### src/rtl/fp_pkg.sv
// Shared constants and state encoding for the
// integer/float converters.
package fp_pkg;

  localparam int EXP_BIAS = 127;
  localparam int FRAC_W   = 23;
  localparam int UINT_W   = 24;
  localparam int EXP_W    = 8;

  typedef enum logic [1:0] {
    IDLE = 2'd0,
    NORM = 2'd1,
    DONE = 2'd2
  } state_e;

endpackage

### src/rtl/uint_to_float.sv
// 24-bit unsigned to IEEE-754 single converter;
// normalises one bit per clock.
module uint_to_float
  import fp_pkg::*;
(
  input  logic              clk,
  input  logic              rst,
  input  logic              in_valid,
  output logic              in_ready,
  input  logic [UINT_W-1:0] uint_in,
  output logic              out_valid,
  input  logic              out_ready,
  output logic [31:0]       float_out
);

  // Unshifted value already sits at 2^23 scale.
  localparam logic [EXP_W-1:0] EXP_INIT =
    EXP_W'(EXP_BIAS + FRAC_W);

  state_e            state_q, state_d;
  logic [UINT_W-1:0] mant_q, mant_d;
  logic [EXP_W-1:0]  exp_q, exp_d;
  logic [31:0]       float_q, float_d;

  always_ff @(posedge clk or posedge rst) begin
    if (rst) begin
      state_q <= IDLE;
      mant_q  <= '0;
      exp_q   <= '0;
      float_q <= '0;
    end else begin
      state_q <= state_d;
      mant_q  <= mant_d;
      exp_q   <= exp_d;
      float_q <= float_d;
    end
  end

  always_comb begin
    state_d = state_q;
    mant_d  = mant_q;
    exp_d   = exp_q;
    float_d = float_q;
    unique case (state_q)
      IDLE: begin
        if (in_valid) begin
          if (uint_in == '0) begin
            float_d = '0;
            state_d = DONE;
          end else begin
            mant_d  = uint_in;
            exp_d   = EXP_INIT;
            state_d = NORM;
          end
        end
      end
      NORM: begin
        if (mant_q[UINT_W-1]) begin
          float_d = {1'b0, exp_q,
                     mant_q[FRAC_W-1:0]};
          state_d = DONE;
        end else begin
          mant_d = mant_q << 1;
          exp_d  = exp_q - 8'd1;
        end
      end
      DONE: begin
        if (out_ready) state_d = IDLE;
      end
      default: state_d = IDLE;
    endcase
  end

  assign in_ready  = (state_q == IDLE);
  assign out_valid = (state_q == DONE);
  assign float_out = float_q;

endmodule

### config.mk
export PLATFORM = sky130hd
export DESIGN_NAME = uint_to_float
export DESIGN_NICKNAME = d
export VERILOG_FILES = /design/src/rtl/fp_pkg.sv /design/src/rtl/uint_to_float.sv
export SDC_FILE = /design/constraint.sdc
export NUM_CORES = 1
export LEC_CHECK = 0
export ABC_AREA = 1
export CAP_MARGIN = 20
export CORE_MARGIN = 2
export CORE_UTILIZATION = 52
export DETAILED_ROUTE_END_ITERATION = 8
export GPL_TIMING_DRIVEN = 0
export PLACE_DENSITY = 0.8
export SKIP_CTS_REPAIR_TIMING = 1
export SLEW_MARGIN = 20
export SYNTH_ARGS = -nofsm -noshare
export SYNTH_HDL_FRONTEND = slang
export SYNTH_SLANG_ARGS = --single-unit
### constraint.sdc
create_clock -name clk -period 2 [get_ports clk]
set_input_delay 0.2 -clock clk [delete_from_list [all_inputs] [get_ports clk]]
set_output_delay 0.2 -clock clk [all_outputs]
set_load 0.03 [all_outputs]
==> summary.txt <==
Global routing
  – Largest net degree at the start of global routing: 51
  – Gr usage total: 24.3%
  – Number of global-route vias before repair: 2726
  – Antenna violations before repair: 0
  – Grt ovf: 0
  – First-pass GRT wire length: 12200 um

Worst setup path
  – Critical Path End Type: primary output
  – Crit path largest cell delay: 720 ps
  – CP delay by family, top: buffers and inverters
  – CP arrival: 1710 ps
  – WS Path Type: flop to primary output
  – Slowest CP cell: clkdlybuf4s50_1
  – CP max FO: 4
  – CP bufs+invs: 1
  – CP startpoint kind: flop
  – CP Cell Sequence: nor2_2 -> clkdlybuf4s50_1
  – Critical Path RT: 1800 ps

Clock tree
  – Clk buf depth: 2
  – Clock Sinks: 65
  – CTS tree: yes
  – # H-tree levels: 3
  – Total CTS buffers: 9
  – Clock slew at reported path FFs: 70 ps
  – Clk Latency, worst-skew pair: 350 ps
  – Clock root cell: clkbuf_8

Detailed routing
  – ANT nets after route: 0
  – Via count: 3013
  – Drt first-iter violations: 220
  – Final wirelength: 7490 um
  – DR WL/cell: 13.0 um
  – Post-DR vias/cell: 5.24
  – DRC violation count after routing: 0
  – TritonRoute pass-1 iters: 5

Floorplan
  – Chip height: 82.2 um
  – Core ar.: 5920 sq um
  – Die area: 6750 sq um
  – Initial cell density of the core: 53.7%
  – I/O pin cnt: 62
  – Row count: 28
  – Die W: 82.2 um

Timing
  – Final Max Tran Viols: 0
  – Final min period: 1910 ps
  – Slew margin rel.: 64.7%
  – Slew at the pin closest to its max-slew limit: 529 ps
  – Hold Vio Cnt, Final: 0
  – Final period utilization: 95.5%
  – Setup Skew: 5.62 ps
  – Hold_ws: 126 ps
  – Setup violations, final: 0
  – RSZ-0062 raised after global routing: false
  – Fmax: 524 MHz

Logic synthesis
  – Post-Syn Instances: 423
  – Synth Register Bits: 65
  – Synthesized area per cell: 7.51 sq um
  – Sequential-to-total area share from yosys stat: 51.2%
  – Synth area leaders: dfrtp_1 51%, nand2_1 23%, nand3_1 12%
  – Largest family of logic cells by synthesized area: simple AND/OR/NAND/NOR gates
  – Area leader, netlist: dfrtp_1
  – Cell area after synthesis: 3180 sq um
  – XOR/XNOR share of the synthesized area: 0.551%
  – YS warnings: 0
  – Compound-Gate Fraction of Synth Area: 1.57%
  – Post-synth top area share: 51.2%
  – Adder-cell area share of the yosys netlist: 0.394%
  – Distinct cells, synth: 22
  – Synthesized Nets: 452
  – Multiplexer share of the synthesized area: 0%
  – Synth Area in Simple Gates: 39.7%

Cells and area
  – Antenna diodes: 0
  – Post-layout net count: 524
  – Fill cell count: 511
  – P&R area growth vs syn: 28.3%
  – Final cell count without fillers: 575
  – Final Util: 68.9%
  – Layout cells sized above 1: 8.80%
  – Fin area: 4080 sq um

Placement
  – Buffers on Ports: 60
  – Gpl congestion: 0.859
  – Inst Count DP: 559
  – Post-DP Area: 3900 sq um
  – Dpl hpwl: 5300 um

Min path
  – Hold Path Class: primary input to async pin

Flow run
  – Max-cap violations: 0

Power and ir drop
  – VDD IR max: 789 uV
  – Static leakage: 2.15 nW
  – Total design power: 6.85 mW
  – Cell Pwr Density: 1680 nW/um^2

Run status
  – Status: complete, no violations
through the flow:
stage	TNS, ps	setup WS (ps)
after floorplan	0	174
after global placement	-58120	-899
after detailed placement	0	195
after CTS	0	75.2
after global routing	0	18.2
final	0	90.6
power breakdown:
group	internal (mW)	switching, mW
sequential	1.91	0.424
combinational	1.29	2.24
clock	0.512	0.478
per-layer routing:
| metal | part of all wire, % | wire (um) | GRT usage, % | up-vias |
|---|---|---|---|---|
| li1 | - | - | - | 1480 |
| met2 | 46 | 3440 | 36.9 | 109 |
| met3 | 6.4 | 476 | 5.43 | 15 |
| met4 | 1.8 | 138 | 10.5 | 0 |
| met1 | 46 | 3430 | 33.6 | 1409 |
| met5 | 0 | 0 | 0 | - |
final cells by class:
| cell class | count | area [sq um] | share of cell area, % |
|---|---|---|---|
| buffer | 24 | 134 | 3.28 |
| tap | 75 | 93.8 | 2.30 |
| multi-input combinational | 315 | 1350 | 33.0 |
| inverter | 19 | 73.8 | 1.81 |
| clock inverter | 3 | 15.0 | 0.368 |
| sequential | 65 | 1630 | 39.9 |
| timing repair buffer | 61 | 631 | 15.5 |
| clock buffer | 13 | 159 | 3.90 |
cell families after synthesis:
| kind of cell | after synthesis |
|---|---|
| simple gates | 301 |
| other cells | 1 |
| buf+inv | 43 |
| xor+xnor | 2 |
| fa+ha+maj | 1 |
| flops | 65 |
| compound gates | 10 |
registers in the layout, summed over array words and instances (netlist names):
signal	cells
float_out	31
mant_q	24
exp_q	8
state_q	2
cells in the mapped netlist:
library cell,number
a21oi_1,2
buf_2,14
buf_4,1
buf_6,3
clkbuf_1,6
conb_1,1
dfrtp_1,65
ha_1,1
inv_1,16
inv_2,3
nand2_1,191
nand2_2,2
nand3_1,79
nand3_2,1
nand4_1,3
nor2_1,21
nor2_2,2
nor2_4,1
o21ai_0,7
o21ai_1,1
or2_2,1
xor2_1,2
cells in the final DEF, fill, tap and decap left out, types with 2 or more instances in the layout:
cell type and instances:
inv_1 15, buf_2 14, a21oi_1 2, nor2_1 21, clkinv_2 3, inv_2 3, dfrtp_1 65, nand2_2 2
clkbuf_8 11, o21ai_0 7, clkbuf_1 8, nor2_2 2, nand2_1 191, buf_6 3, xor2_1 2, clkdlybuf4s50_1 59
nand4_1 3, nand3_1 79
worst reg2reg max path, delay by kind of cell, from the launching register on:
kind,cells,cell delay [ps]
flops,1,410
buf+inv,2,260
simple gates,6,800
final timing paths:
path,depth (start not counted),endpoint,startpoint,slack [ps]
setup / recovery,2,in_ready,state_q[0],90
setup reg to reg,8,float_out[25],state_q[0],490
min in group clk,2,state_q[1],out_ready,420
hold reg to reg,2,float_out[22],float_out[22],470
hold / removal,2,float_out[21],rst,130
max in group asynchronous,3,mant_q[2],rst,1370
Power figures use the tool's default switching activity.
